===== src/rtl/pc_ctrl_pkg.sv =====
// Shared encodings for the program-counter sequencer: states, PCSource selects,
// exception codes and the opcode/funct values the decoder recognises.
package pc_ctrl_pkg;

   typedef enum logic [3:0] {
      S_RESET     = 4'd0,
      S_F0        = 4'd1,
      S_F1        = 4'd2,
      S_F2        = 4'd3,
      S_DECODE    = 4'd4,
      S_BRANCH    = 4'd5,
      S_JUMP      = 4'd6,
      S_JR        = 4'd7,
      S_RTE       = 4'd8,
      S_EXEC_WAIT = 4'd9,
      S_EXC0      = 4'd10,
      S_EXC1      = 4'd11,
      S_EXC2      = 4'd12
   } state_t;

   localparam logic [2:0] PCS_ALU    = 3'b000;
   localparam logic [2:0] PCS_ALUOUT = 3'b001;
   localparam logic [2:0] PCS_JUMP   = 3'b010;
   localparam logic [2:0] PCS_EPC    = 3'b011;
   localparam logic [2:0] PCS_EXC    = 3'b100;
   localparam logic [2:0] PCS_RS     = 3'b101;

   localparam logic [1:0] EXC_NONE   = 2'b00;
   localparam logic [1:0] EXC_OPCODE = 2'b01;
   localparam logic [1:0] EXC_OVF    = 2'b10;

   localparam logic [5:0] OP_RTYPE = 6'h00;
   localparam logic [5:0] OP_J     = 6'h02;
   localparam logic [5:0] OP_JAL   = 6'h03;
   localparam logic [5:0] OP_BEQ   = 6'h04;
   localparam logic [5:0] OP_BNE   = 6'h05;
   localparam logic [5:0] OP_ADDI  = 6'h08;
   localparam logic [5:0] OP_ADDIU = 6'h09;
   localparam logic [5:0] OP_ANDI  = 6'h0C;
   localparam logic [5:0] OP_LUI   = 6'h0F;
   localparam logic [5:0] OP_LB    = 6'h20;
   localparam logic [5:0] OP_LH    = 6'h21;
   localparam logic [5:0] OP_LW    = 6'h23;
   localparam logic [5:0] OP_SB    = 6'h28;
   localparam logic [5:0] OP_SH    = 6'h29;
   localparam logic [5:0] OP_SW    = 6'h2B;

   localparam logic [5:0] FN_JR  = 6'h08;
   localparam logic [5:0] FN_RTE = 6'h13;

   localparam int NUM_VALID_OPS = 15;
   localparam logic [5:0] VALID_OPCODES [NUM_VALID_OPS] = '{
      OP_RTYPE, OP_J, OP_JAL, OP_BEQ, OP_BNE, OP_ADDI, OP_ADDIU, OP_ANDI,
      OP_LUI, OP_LB, OP_LH, OP_LW, OP_SB, OP_SH, OP_SW
   };

   // Any opcode outside this list is trapped as an illegal instruction.
   function automatic logic isValidOpcode(input logic [5:0] op);
      logic found;
      found = 1'b0;
      for (int k = 0; k < NUM_VALID_OPS; k++) begin
         if (VALID_OPCODES[k] == op) begin
            found = 1'b1;
         end
      end
      return found;
   endfunction

endpackage


===== src/rtl/decod_instr.sv =====
// Combinational instruction classifier: tells the sequencer which PC-changing
// class an opcode/funct pair belongs to and whether the opcode is legal at all.
module decod_instr
   import pc_ctrl_pkg::*;
(
   input  logic [5:0] i_opcode,
   input  logic [5:0] i_funct,
   output logic       o_isBranch,
   output logic       o_isJump,
   output logic       o_isJr,
   output logic       o_isRte,
   output logic       o_isValid
);

   logic w_isRtype;

   assign w_isRtype = (i_opcode == OP_RTYPE);

   // jr and rte are R-type sub-cases; every other funct is delegated work.
   always_comb begin
      o_isBranch = (i_opcode == OP_BEQ) || (i_opcode == OP_BNE);
      o_isJump   = (i_opcode == OP_J)   || (i_opcode == OP_JAL);
      o_isJr     = w_isRtype && (i_funct == FN_JR);
      o_isRte    = w_isRtype && (i_funct == FN_RTE);
      o_isValid  = isValidOpcode(i_opcode);
   end

endmodule


===== src/rtl/controle_pc.sv =====
// Multicycle PC-path sequencer: fetch, decode, PC-changing instructions and
// exception entry; everything else is handed to main control via start/done.
module controle_pc
   import pc_ctrl_pkg::*;
(
   input  logic       clk,
   input  logic       reset,
   input  logic [5:0] opcode,
   input  logic [5:0] funct,
   input  logic       zero,
   input  logic       overflow,
   input  logic       instr_done,
   output logic [2:0] pc_source,
   output logic       pc_write,
   output logic       ir_write,
   output logic       epc_write,
   output logic [1:0] exc_vec_sel,
   output logic       start_exec,
   output logic [3:0] state_o
);

   state_t     r_state;
   state_t     w_nextState;
   logic [1:0] r_excCode;
   logic [1:0] w_excCodeNext;
   logic       w_loadExc;

   logic w_isBranch;
   logic w_isJump;
   logic w_isJr;
   logic w_isRte;
   logic w_isValid;

   decod_instr u_decod (
      .i_opcode   (opcode),
      .i_funct    (funct),
      .o_isBranch (w_isBranch),
      .o_isJump   (w_isJump),
      .o_isJr     (w_isJr),
      .o_isRte    (w_isRte),
      .o_isValid  (w_isValid)
   );

   always_ff @(posedge clk or posedge reset) begin
      if (reset) begin
         r_state <= S_RESET;
      end else begin
         r_state <= w_nextState;
      end
   end

   // The code survives EXC0..EXC2 so the vector address stays stable across the memory wait.
   always_ff @(posedge clk or posedge reset) begin
      if (reset) begin
         r_excCode <= EXC_NONE;
      end else if (w_loadExc) begin
         r_excCode <= w_excCodeNext;
      end else if (r_state == S_F0) begin
         r_excCode <= EXC_NONE;
      end
   end

   always_comb begin
      w_nextState   = r_state;
      w_loadExc     = 1'b0;
      w_excCodeNext = EXC_NONE;
      case (r_state)
         S_RESET: w_nextState = S_F0;
         S_F0:    w_nextState = S_F1;
         S_F1:    w_nextState = S_F2;
         S_F2:    w_nextState = S_DECODE;
         S_DECODE: begin
            if (!w_isValid) begin
               w_nextState   = S_EXC0;
               w_loadExc     = 1'b1;
               w_excCodeNext = EXC_OPCODE;
            end else if (w_isBranch) begin
               w_nextState = S_BRANCH;
            end else if (w_isJump) begin
               w_nextState = S_JUMP;
            end else if (w_isJr) begin
               w_nextState = S_JR;
            end else if (w_isRte) begin
               w_nextState = S_RTE;
            end else begin
               w_nextState = S_EXEC_WAIT;
            end
         end
         S_BRANCH: w_nextState = S_F0;
         S_JUMP:   w_nextState = S_F0;
         S_JR:     w_nextState = S_F0;
         S_RTE:    w_nextState = S_F0;
         S_EXEC_WAIT: begin
            // Overflow wins over a simultaneous done: the result must not be committed.
            if (overflow) begin
               w_nextState   = S_EXC0;
               w_loadExc     = 1'b1;
               w_excCodeNext = EXC_OVF;
            end else if (instr_done) begin
               w_nextState = S_F0;
            end
         end
         S_EXC0:  w_nextState = S_EXC1;
         S_EXC1:  w_nextState = S_EXC2;
         S_EXC2:  w_nextState = S_F0;
         default: w_nextState = S_RESET;
      endcase
   end

   always_comb begin
      pc_source   = PCS_ALU;
      pc_write    = 1'b0;
      ir_write    = 1'b0;
      epc_write   = 1'b0;
      exc_vec_sel = EXC_NONE;
      start_exec  = 1'b0;
      case (r_state)
         S_F2: begin
            ir_write = 1'b1;
            pc_write = 1'b1;
         end
         S_DECODE: begin
            start_exec = w_isValid && !w_isBranch && !w_isJump && !w_isJr && !w_isRte;
         end
         S_BRANCH: begin
            pc_source = PCS_ALUOUT;
            pc_write  = (opcode == OP_BNE) ? ~zero : zero;
         end
         S_JUMP: begin
            pc_source = PCS_JUMP;
            pc_write  = 1'b1;
         end
         S_JR: begin
            pc_source = PCS_RS;
            pc_write  = 1'b1;
         end
         S_RTE: begin
            pc_source = PCS_EPC;
            pc_write  = 1'b1;
         end
         S_EXC0: begin
            epc_write   = 1'b1;
            exc_vec_sel = r_excCode;
         end
         S_EXC1: begin
            exc_vec_sel = r_excCode;
         end
         S_EXC2: begin
            exc_vec_sel = r_excCode;
            pc_source   = PCS_EXC;
            pc_write    = 1'b1;
         end
         default: begin
            pc_source = PCS_ALU;
         end
      endcase
   end

   assign state_o = r_state;

endmodule


===== config.mk =====
export PLATFORM = sky130hd
export DESIGN_NAME = controle_pc
export DESIGN_NICKNAME = d
export VERILOG_FILES = /design/src/rtl/pc_ctrl_pkg.sv /design/src/rtl/decod_instr.sv /design/src/rtl/controle_pc.sv
export SDC_FILE = /design/constraint.sdc
export NUM_CORES = 1
export LEC_CHECK = 0
export BUFFER_PORTS_ARGS = -buffer_cell sky130_fd_sc_hd__buf_2
export CORE_AREA = 5 5 42 44
export CTS_BUF_LIST = sky130_fd_sc_hd__clkbuf_8
export CTS_CLUSTER_DIAMETER = 40
export DETAILED_ROUTE_END_ITERATION = 7
export DIE_AREA = 0 0 47 49
export PLACE_DENSITY = 0.87
export SYNTH_ARGS = -nofsm -noshare
export SYNTH_HDL_FRONTEND = slang
export SYNTH_SLANG_ARGS = --single-unit

===== constraint.sdc =====
create_clock -name clk -period 3 [get_ports clk]
set_input_delay 0.3 -clock clk [delete_from_list [all_inputs] [get_ports clk]]
set_output_delay 0.3 -clock clk [all_outputs]
set_load 0.01 [all_outputs]

### Word-level counts from Yosys, hierarchy flattened

Index checks and enable logic that the tools add are counted.

| word-level totals | value |
|---|---|
| register bits | 6 |
| bits in latches | 0 |
| RAM bits | 0 |
| bits in read-only memories | 0 |
| input port bits | 17 |
| output and inout bits | 13 |
| logic and storage cells | 92 |
| memories kept | 0 |

| operators by class | value |
|---|---|
| $add $sub $neg | 0 |
| multipliers | 0 |
| div/mod/pow operators | 0 |
| $lt $le $gt $ge | 0 |
| equal/unequal tests | 33 |
| shift-type cells | 0 |
| mux-type cells | 38 |
| bitwise logic cells | 1 |
| reduce and logical (&&, ||, !) cells | 18 |

Operators with widths:

| cell | number |
|---|---|
| == test 6 bit (first input constant) | 6 |
| one-hot mux 4 bit (8 select lines) | 1 |
| == test 4 x 6 -> 1 bit (first input constant) | 4 |
| 2-to-1 mux 4 bit | 6 |
| 2-to-1 mux 1 bit | 23 |
| == test 4 bit (second input constant) | 5 |
| == test 4 x 3 -> 1 bit (second input constant) | 4 |
| one-hot mux 3 bit (5 select lines) | 1 |
| == test 2 x 6 -> 1 bit (first input constant) | 2 |
| == test 3 x 6 -> 1 bit (first input constant) | 2 |
| == test 6 x 2 -> 1 bit (second input constant) | 2 |
| == test 6 x 3 -> 1 bit (second input constant) | 2 |
| == test 4 x 2 -> 1 bit (second input constant) | 2 |
| 2-to-1 mux 2 bit | 4 |
| == test 6 x 4 -> 1 bit (second input constant) | 1 |
| == test 6 x 5 -> 1 bit (second input constant) | 1 |
| logical AND 1 bit | 6 |
| zero test 6 bit | 1 |
| OR reduction 6 bit | 1 |
| OR reduction 5 bit | 1 |
| == test 4 x 1 -> 1 bit (second input constant) | 1 |
| zero test 1 bit | 4 |
| zero test 4 bit | 1 |
| one-hot mux 1 bit (2 select lines) | 2 |
| other kinds (6) | 7 |

### Logic depth before layout (Yosys ltp)

Gate-level depths: netlist (run 1).

| depth | value |
|---|---|
| depth after elaboration | 21 |
| depth in mapped cells | 5 |
| mapped depth without buffers | 4 |

### By module

A second synthesis (run 1) with hierarchy kept.

| unflattened totals | value |
|---|---|
| cells, all modules | 80 |
| area, all modules | 644.4 sq um |

Modules (own cells, without submodules):

| module | times used | cells each | area each (sq um) | sequential area each (sq um) |
|---|---|---|---|---|
| controle_pc | 1 | 62 | 511.7 | 150.1 |
| decod_instr | 1 | 18 | 132.6 | 0.0 |

### Worst setup path before layout (run 1)

No wires, ideal clock.

| timing path | value |
|---|---|
| path kind | input-to-output |
| start point | input opcode[2] |
| end point | output start_exec |
| arrival | 1,359 ps |
| required time | 2,700 ps |
| slack | 1,341 ps |
| stages on the path | 5 |
| path buffers | 1 |
| cells stage by stage | buf_2 > nand3b_1 > a31oi_1 > a2111o_1 > nor3_1 |

| on the way | value |
|---|---|
| word-level cells in the longest chain between the ends | 21 |

RTL lines:

| item | RTL line | RTL |
|---|---|---|
| from (decl) | controle_pc.sv:8 | `input logic [5:0] opcode,` |
| zero test 6 bit | pc_ctrl_pkg.sv:62, decod_instr.sv:17 |  |
| 2-to-1 mux 1 bit (15 in a row) | pc_ctrl_pkg.sv:62 | `if (VALID_OPCODES[k] == op) begin` |
| logical AND 1 bit (3 in a row) | controle_pc.sv:123 | `start_exec = w_isValid && !w_isBranch && !w_isJump && !w_isJr && !w_isRte;` |
| logical AND 1 bit * | controle_pc.sv:123 |  |
| 2-to-1 mux 1 bit * | controle_pc.sv:117 | `case (r_state)` |
| to (decl) | controle_pc.sv:18 | `output logic start_exec,` |

Mark *: on every way between the ends. The rest lies on a longest branch, timed or not.

### Final worst setup path (run 1)

| timing path | value |
|---|---|
| start point | input opcode[1] |
| end point | output start_exec |

Same word-level chain as after synthesis.

==> impl_metrics.json, run 1 <==
{
  "grt_overflow_total": 0,
  "layout.cells.non_filler": 130,
  "tns_ns": 0,
  "hold_viol": 0,
  "crit_path_start_kind": "input pin",
  "min_from": "overflow",
  "postSynthCellCount": 88,
  "die_y_um": 49,
  "synth_area_leaders": "dfrtp_1, nand2b_1, nor2_1, a21oi_1, nand2_1",
  "drt-total-wl_um": 1660,
  "r2r_slack_ns": 1.55,
  "grt_pass1_vias": 643,
  "post-route-min-period_ns": 1.94,
  "yosysTopAreaCell": "dfrtp_1",
  "worst_pin_slew_ns": 0.448,
  "place_inst": 126,
  "clock_skew_ns": 0.00273,
  "ctsLongestPathBuffers": 2,
  "p_leak_uw": 0.000372,
  "fp-row-count": 14,
  "cts_hold_buf": 1,
  "drv_cap": 0,
  "clock_latency_ns": 0.22,
  "path_clk_slew_ns": 0.03,
  "hpwl_um": 1310,
  "powerDensity_mw_per_mm2": 855,
  "post_cts_buffers": 0,
  "nets": 133,
  "numCtsBuffers": 3,
  "antenna_found_initial": 0,
  "hold_depth": 4,
  "fin_util": 0.572,
  "ff2ff_path_depth": 4,
  "ys_warn_count": 0,
  "clkSinkCount": 6,
  "clockRootBuffer": "clkbuf_8",
  "reg2reg_from": "state_o[2]",
  "crit_required_ns": 2.70,
  "slowest_stage": "a211oi_1",
  "avgSynthCellArea_um2": 7.05,
  "gp_congestion": 0.718,
  "ctsResizeCount": 0,
  "drive_gt1_frac": 0.289,
  "slew_headroom": 0.702,
  "synth_cell_types": 32,
  "status": "complete, no violations",
  "cp_max_fo": 10,
  "final_max_slew_viol_count": 0,
  "vias_per_cell": 5.71,
  "cpPeakStageDelay_ns": 0.42,
  "max_freq_mhz": 516,
  "io_buffers": 29,
  "die_x_um": 47,
  "start_util": 0.443,
  "grt_pass1_wl_um": 2710,
  "synth_nets": 105,
  "cts_tree": "built",
  "ant_nets": 0,
  "crit_type": "input pin to primary output",
  "cp-end-kind": "primary output",
  "wl_per_cell_um": 12.8,
  "grt_usage": 0.155,
  "holdPathEnd": "r_excCode[0]",
  "crit_arrival_ns": 1.64,
  "core-area_mm2": 0.00140,
  "cts_max_level": 1,
  "hp-class": "input pin to register",
  "dieArea_mm2": 0.00230,
  "ir_drop_v": 0.000566,
  "path_cells": "buf_2 > nor4_2 > a211oi_1 > a211oi_1 > nor3_1 > buf_2",
  "ys_seq_area_frac": 0.242,
  "diodes": 0,
  "synth_top_area_frac": 0.242,
  "finalCritPeriodShare": 0.646,
  "rsz0062_at_grt": "no",
  "drc": 0,
  "io_pins": 30,
  "grt_max_degree": 18,
  "drtPass1Iterations": 4,
  "setup_viol": 0,
  "timing.rr.end": "state_o[0]",
  "drt-initial-drc-count": 13,
  "num_vias": 742,
  "syn-cell-area_um2": 621,
  "synth-seq-cells": 6,
  "syn_to_final_growth_pct": 29.2
}
==> metrics by stage <==
step                      setup WS [ns]  cell area (um^2)  hold slack, ns  total power, uW
after global routing              0.869               802           0.499              750
after CTS                          1.05               802           0.463              691
after detailed placement           1.05               751           0.219              565
after global placement             1.19               751           0.210              553
after floorplan                    1.34               621          0.0910              452
final                              1.06               802           0.461              686
==> layout make-up <==
type                    count  area, um^2
repair buffers             30         155
well taps                  16        20.0
fillers                   138         599
clock buffers               3        41.3
multi-input cells          71         420
flip-flops and latches      6         150
inverters                   4        15.0
==> worst max path at each step <==
stage	endpoint	slack (ns)	cells past startpoint	from
after floorplan	start_exec	1.34	5	opcode[2]
after global placement	start_exec	1.19	6	opcode[1]
after detailed placement	start_exec	1.05	6	opcode[1]
after CTS	start_exec	1.05	6	opcode[1]
after global routing	start_exec	0.87	6	funct[0]
final	start_exec	1.06	6	opcode[1]
==> cell families after synthesis <==
family | count (synthesis) | share of synthesized area
flops | 6 | 0.242
buf+inv | 11 | 0.0806
simple gates | 43 | 0.381
compound gates | 28 | 0.296
==> layout by cell type (no fill, tap or decap), types with 2 or more instances in the layout <==
cell type / count
a21oi_1: 6
o22ai_1: 3
nor2_1: 10
nand2b_1: 6
a211oi_1: 3
dfrtp_1: 6
inv_1: 4
o21ai_0: 5
nand2_1: 8
o31ai_1: 2
nor3b_1: 2
buf_2: 29
o2bb2ai_1: 2
clkbuf_8: 3
nand3b_1: 2
a31oi_1: 2
nor2b_1: 2
nor3_1: 5
==> cells in the mapped netlist, drive strengths merged <==
| master | instances |
|---|---|
| o2bb2ai | 2 |
| or3b | 1 |
| nand2b | 6 |
| nor2 | 10 |
| a2111o | 1 |
| a21oi | 6 |
| and2 | 1 |
| a211oi | 3 |
| nand4b | 1 |
| clkbuf | 5 |
| nor3b | 2 |
| nand2 | 8 |
| a211o | 1 |
| dfrtp | 6 |
| nor4 | 2 |
| o21ai | 5 |
| nor4b | 1 |
| inv | 4 |
| o22ai | 3 |
| o31ai | 2 |
| buf | 2 |
| and3 | 1 |
| o21a | 1 |
| nor2b | 2 |
| a21o | 1 |
| or3 | 1 |
| nand3b | 2 |
| a22oi | 1 |
| a31oi | 2 |
| nor3 | 5 |
==> worst max-delay path: cells and delay by family <==
family,cells,cell delay [ns]
and+or+nand+nor,2,0.48
buffers and inverters,2,0.30
AOI/OAI and AO/OA,2,0.55
==> power breakdown <==
part | internal, uW | leakage (uW) | total [uW] | switching, uW
clock network | 86.2 | 0.0000216 | 121 | 34.9
registers | 117 | 0.0000770 | 211 | 93.8
logic | 162 | 0.000274 | 354 | 192
total | 365 | 0.000372 | 686 | 320
==> layer usage <==
layer  up-vias  wire length [um]  global-route usage  part of all wire
met5         -                 0                   0                 0
met4         0                39              0.0691             0.023
met3         5               139              0.0406             0.084
met2        28               822               0.244              0.49
met1       334               662               0.188              0.40
li1        375                 -                   -                 -
==> state kept, by name, summed over array words and instances (netlist names) <==
register / flops
r_excCode: 2
state_o: 4
Note: power is estimated with default switching activity, not from simulation.
==> run 2: changes to the inputs <==
CORE_AREA = default   (was 5 5 42 44)
CORE_MARGIN = 5   (was default)
CORE_UTILIZATION = 47   (was default)
DIE_AREA = default   (was 0 0 47 49)
clock period = 1.82 ns   (was 3 ns; I/O delays follow)
==> run 2 against run 1 <==
Against the previous run:
- die area decreased by 6.8%
- sequential power increased by 8%
- hold slack got worse by 0.090 ns
- sequential share of layout area decreased by 0.76 points
- critical path depth decreased by 1
- global-route usage increased by 3.7 points
- routed wire length increased by 11%
- combinational power increased by 120%
- clock-buffer cell count unchanged
- sequential cell count unchanged
- final cell count increased by 2.3%
- non-clock buffer count increased by 4
==> impl_metrics.json, run 2 (synthesis results as in run 1) <==
{
  "clkSinkCount": 6,
  "multi_input_area_um2": 425,
  "seqCellArea_um2": 150,
  "powerDensity_mw_per_mm2": 1470,
  "path_clk_slew_ns": 0.04,
  "drt-total-wl_um": 1840,
  "cts_max_level": 1,
  "crit_required_ns": 1.64,
  "drive_gt1_frac": 0.322,
  "io_pins": 30,
  "reg2reg_from": "state_o[3]",
  "p_leak_uw": 0.000393,
  "worst_pin_slew_ns": 0.481,
  "pre_cts_ws_ns": 0.175,
  "layout.cells.most_common": "buf_2",
  "io_buffers": 29,
  "clockRootBuffer": "clkbuf_8",
  "min_from": "opcode[4]",
  "diodes": 0,
  "drv_cap": 0,
  "largest_reg_flops": 4,
  "holdPathEnd": "state_o[0]",
  "wl_per_cell_um": 13.8,
  "crit_type": "register to primary output",
  "clock_skew_ns": 0.00678,
  "cp-end-kind": "primary output",
  "setup_ws_ns": 0.190,
  "gp_congestion": 0.842,
  "finalCritPeriodShare": 0.896,
  "cts_tree": "built",
  "worstSetupStartpoint": "state_o[3]",
  "drt-initial-drc-count": 8,
  "timing.hold.ws_ns": 0.371,
  "grt_usage": 0.191,
  "cp_max_fo": 3,
  "rsz0062_at_grt": "no",
  "fp-row-count": 13,
  "start_util": 0.489,
  "power_uw": 1230,
  "drc": 0,
  "crit_path_start_kind": "register",
  "ir_drop_v": 0.000795,
  "status": "complete, no violations",
  "setup_viol": 0,
  "r2r_slack_ns": 0.39,
  "post_cts_buffers": 0,
  "hp-class": "input pin to register",
  "ff2ff_path_depth": 4,
  "grt_overflow_total": 0,
  "mostFrequentLayoutCells": "buf_2, nor2_1, nand2_1",
  "final_max_slew_viol_count": 0,
  "vias_per_cell": 5.59,
  "hold_depth": 3,
  "ant_nets": 0,
  "ctsLongestPathBuffers": 2,
  "max_freq_mhz": 613,
  "antenna_found_initial": 0,
  "numCtsBuffers": 3,
  "slew_headroom": 0.677,
  "die_x_um": 46.3,
  "post-route-min-period_ns": 1.63,
  "nets": 137,
  "dieArea_mm2": 0.00215,
  "grt_max_degree": 17,
  "grt_pass1_wl_um": 2930,
  "core-area_mm2": 0.00127,
  "hpwl_um": 1440,
  "fillCellCount": 123,
  "clock_latency_ns": 0.23,
  "die_y_um": 46.3,
  "num_vias": 744,
  "hold_viol": 0,
  "timing.rr.end": "r_excCode[1]",
  "crit_arrival_ns": 1.45,
  "tns_ns": 0,
  "syn_to_final_growth_pct": 34.7,
  "grt_pass1_vias": 693,
  "drtPass1Iterations": 4
}
-- run 2: cell count changes in the layout (fill, tap and decap cells not counted), sizes merged --
cell	previous run	this run
buf	29	33
-- run 2: layer usage --
metal | vias up | wire [um] | track usage | share of wire
li1 | 381 | - | - | -
met3 | 4 | 110 | 0.0469 | 0.060
met5 | - | 0 | 0 | 0
met2 | 27 | 936 | 0.330 | 0.51
met1 | 332 | 760 | 0.212 | 0.41
met4 | 0 | 34 | 0.102 | 0.018
-- run 2: through the flow --
stage	util	instances	instance area, um^2
floorplan	-	88	621
global placement	0.614	129	779
detailed placement	0.614	129	779
CTS	0.655	133	831
global route	0.659	133	836
finish	0.659	133	836
-- run 2: what timing repair did --
item / CTS / global route
resized for setup: 0 / 1
endpoints found under the setup margin: 0 / 1
hold endpoints to repair: 6 / 0
hold buffers: 1 / 0
-- run 2: how the worst max path moves through the flow --
| stage | endpoint | slack, ns | depth (start not counted) |
|---|---|---|---|
| finish | start_exec | 0.19 | 5 |
| global route | start_exec | 0.07 | 5 |
| CTS | start_exec | 0.13 | 6 |
| detailed placement | start_exec | 0.17 | 6 |
| global placement | start_exec | 0.25 | 6 |
| floorplan | start_exec | 0.40 | 5 |
-- run 2: cell type report --
type                    count  area share
multi-input cells          71       0.509
repair buffers             34       0.222
clock buffers               3      0.0494
well taps                  15      0.0225
inverters                   4      0.0180
flip-flops and latches      6       0.180
-- run 2: worst max-delay path, stage by stage, from the launching register on --
cell and delay [ns]:
dfrtp_1 0.37, nor2b_1 0.22, nand2_1 0.15, a21o_1 0.20
nor3_1 0.12, buf_2 0.15
-- run 2: power by group --
group / internal, uW / switching [uW]
Sequential: 195 / 33.5
Clock: 143 / 65.5
Combinational: 323 / 473
Total: 661 / 572
==> run 3: changes to the inputs <==
ABC_AREA = 1   (was default)
CORE_UTILIZATION = 48   (was 47)
==> run 3 against run 2 <==
Against the previous run:
- sequential power up 15%
- clock-buffer cell count stayed put
- critical endpoint unchanged
- first-iteration DRC count grew to 3.1 times the previous value
- sequential share of layout area down 1.4 points
- sequential cell count is the same
- critical path depth up 3
==> impl_metrics.json, run 3 <==
{
  "status": "complete, no violations",
  "gp_congestion": 0.860,
  "drive_gt1_frac": 0.342,
  "yosysMostFrequentCell": "nand2_1",
  "postSynth.asyncResetShare": 1.00,
  "cp_max_fo": 6,
  "clock_latency_ns": 0.22,
  "synth_nets": 133,
  "cts_max_level": 1,
  "path_cells": "nor2_1 > inv_2 > nor2_8 > inv_4 > nor2_1 > nand3_1 > inv_1 > buf_2",
  "synth_top_area_frac": 0.217,
  "cp-end-kind": "primary output",
  "cts_tree": "built",
  "setup_ws_ns": 0.112,
  "pre_cts_ws_ns": 0.359,
  "synthSimpleGateAreaFrac": 0.534,
  "clockRootBuffer": "clkbuf_8",
  "powerDensity_mw_per_mm2": 1220,
  "numCtsBuffers": 3,
  "yosys_most_used_dff": "dfrtp_1",
  "grt_usage": 0.177,
  "fin_util": 0.679,
  "ys_warn_count": 0,
  "die_x_um": 47.9,
  "post-route-min-period_ns": 1.71,
  "synth_cell_types": 23,
  "layout.cells.most_common": "nand2_1",
  "slowest_stage": "dfrtp_1",
  "comb_power_share": 0.588,
  "core-area_mm2": 0.00133,
  "io_pins": 30,
  "clock_skew_ns": 0.000903,
  "synth_compound_area_frac": 0.114,
  "ys_seq_area_frac": 0.217,
  "cp_common_cell": "nor2_1",
  "rsz0062_at_grt": "no",
  "die_y_um": 47.9,
  "vias_per_cell": 4.93,
  "cts_hold_buf": 1,
  "start_util": 0.518,
  "crit_type": "register to primary output",
  "pwr-share-seq": 0.238,
  "crit_arrival_ns": 1.53,
  "wl_per_cell_um": 10.9,
  "largest_reg_flops": 4,
  "synth_edf_count": 0,
  "hp-class": "input pin to register",
  "drt-total-wl_um": 1790,
  "finalCritPeriodShare": 0.938,
  "tns_ns": 0,
  "ys_top_cells_by_count": "nand2_1, inv_1, nor2_1",
  "synthAdderAreaFrac": 0,
  "clkPwrFrac": 0.174,
  "yosysTopAreaCell": "dfrtp_1",
  "hold_viol": 0,
  "grt_max_degree": 8,
  "sw_frac_of_total": 0.480,
  "drv_cap": 0,
  "worst_pin_slew_ns": 0.352,
  "ir_drop_v": 0.000626,
  "grt_pass1_vias": 711,
  "ant_nets": 0,
  "place_inst": 160,
  "avgSynthCellArea_um2": 5.95,
  "drt-initial-drc-count": 25,
  "antenna_found_initial": 0,
  "num_vias": 808,
  "syn-cell-area_um2": 691,
  "drtPass1Iterations": 4,
  "syn_to_final_growth_pct": 31.2,
  "hpwl_um": 1550,
  "max_freq_mhz": 586,
  "synth_area_leaders": "dfrtp_1, nand2_1, inv_1, nor2_1, nand3_1",
  "ctsLongestPathBuffers": 2,
  "setup_viol": 0,
  "post_cts_buffers": 0,
  "slew_headroom": 0.764,
  "synth-seq-cells": 6,
  "postSynthCellCount": 116,
  "p_leak_uw": 0.000560,
  "path_clk_slew_ns": 0.03,
  "synth_xor_area_frac": 0,
  "nets": 168,
  "synth.area.mux_share": 0,
  "final_max_slew_viol_count": 0,
  "dieArea_mm2": 0.00230,
  "clkSinkCount": 6,
  "io_buffers": 29,
  "drc": 0,
  "mostFrequentLayoutCells": "nand2_1, buf_2, inv_1",
  "synth_top_family_by_area": "simple AND/OR/NAND/NOR gates",
  "ctsResizeCount": 0,
  "internal_power_uw": 575,
  "grt_pass1_wl_um": 2870,
  "diodes": 0,
  "fp-row-count": 13,
  "switchingPower_uw": 530,
  "layout.cells.non_filler": 164,
  "crit_path_start_kind": "register",
  "cpPeakStageDelay_ns": 0.41,
  "grt_overflow_total": 0,
  "crit_required_ns": 1.64
}
-- run 3: cell types whose count changed after synthesis, moves of 6 or more --
cell and change:
nand2_1 +27, nand3_1 +9, inv_1 +12, inv_2 +7, nand2b_1 -6
-- run 3: path summary, 6_finish.rpt --
kind,slack [ns],end,cells after the start,from
hold / removal,0.26,state_o[3],4,instr_done
min in group asynchronous,0.43,state_o[2],3,reset
hold reg to reg,0.49,r_excCode[0],2,r_excCode[0]
setup / recovery,0.11,start_exec,8,state_o[0]
setup reg to reg,0.50,state_o[0],6,state_o[0]
max in group asynchronous,1.20,state_o[3],3,reset
-- run 3: power by group through the flow --
stage          logic [uW]  clock network (uW)  registers, uW
6_report              649                 192            263
5_1_grt               723                 208            272
4_1_cts               649                 198            261
3_5_place_dp          646                   0            263
3_3_place_gp          631                   0            259
2_1_floorplan         436                   0            274
-- run 3: cell families after synthesis --
kind of cell	count (synthesis)
simple gates	76
buf+inv	24
compound gates	10
flops	6
-- run 3: cell type report --
cell class / instances / area, um^2
inverters: 24 / 92.6
repair buffers: 30 / 155
multi-input cells: 86 / 448
well taps: 15 / 18.8
flip-flops and latches: 6 / 150
clock buffers: 3 / 41.3
fillers: 125 / 428
-- run 3: worst max-delay path, delay by kind of cell, from the launching register on --
family / cells / cell delay [ns]
buffers and inverters: 4 / 0.33
DFF: 1 / 0.41
and+or+nand+nor: 4 / 0.56
-- run 3: routing by layer --
layer  wire [um]  track usage  vias up
met4          14       0.0645        0
li1            -            -      438
met3         160       0.0451        2
met2         834        0.285       31
met5           0            0        -
met1         777        0.227      337
-- run 3: stage by stage --
stage	total power, uW	area [um^2]	hold WS [ns]
after floorplan	710	691	-0.0270
after global placement	889	855	0.0985
after detailed placement	909	855	0.0990
after CTS	1110	906	0.256
after global routing	1200	906	0.293
final	1100	906	0.256
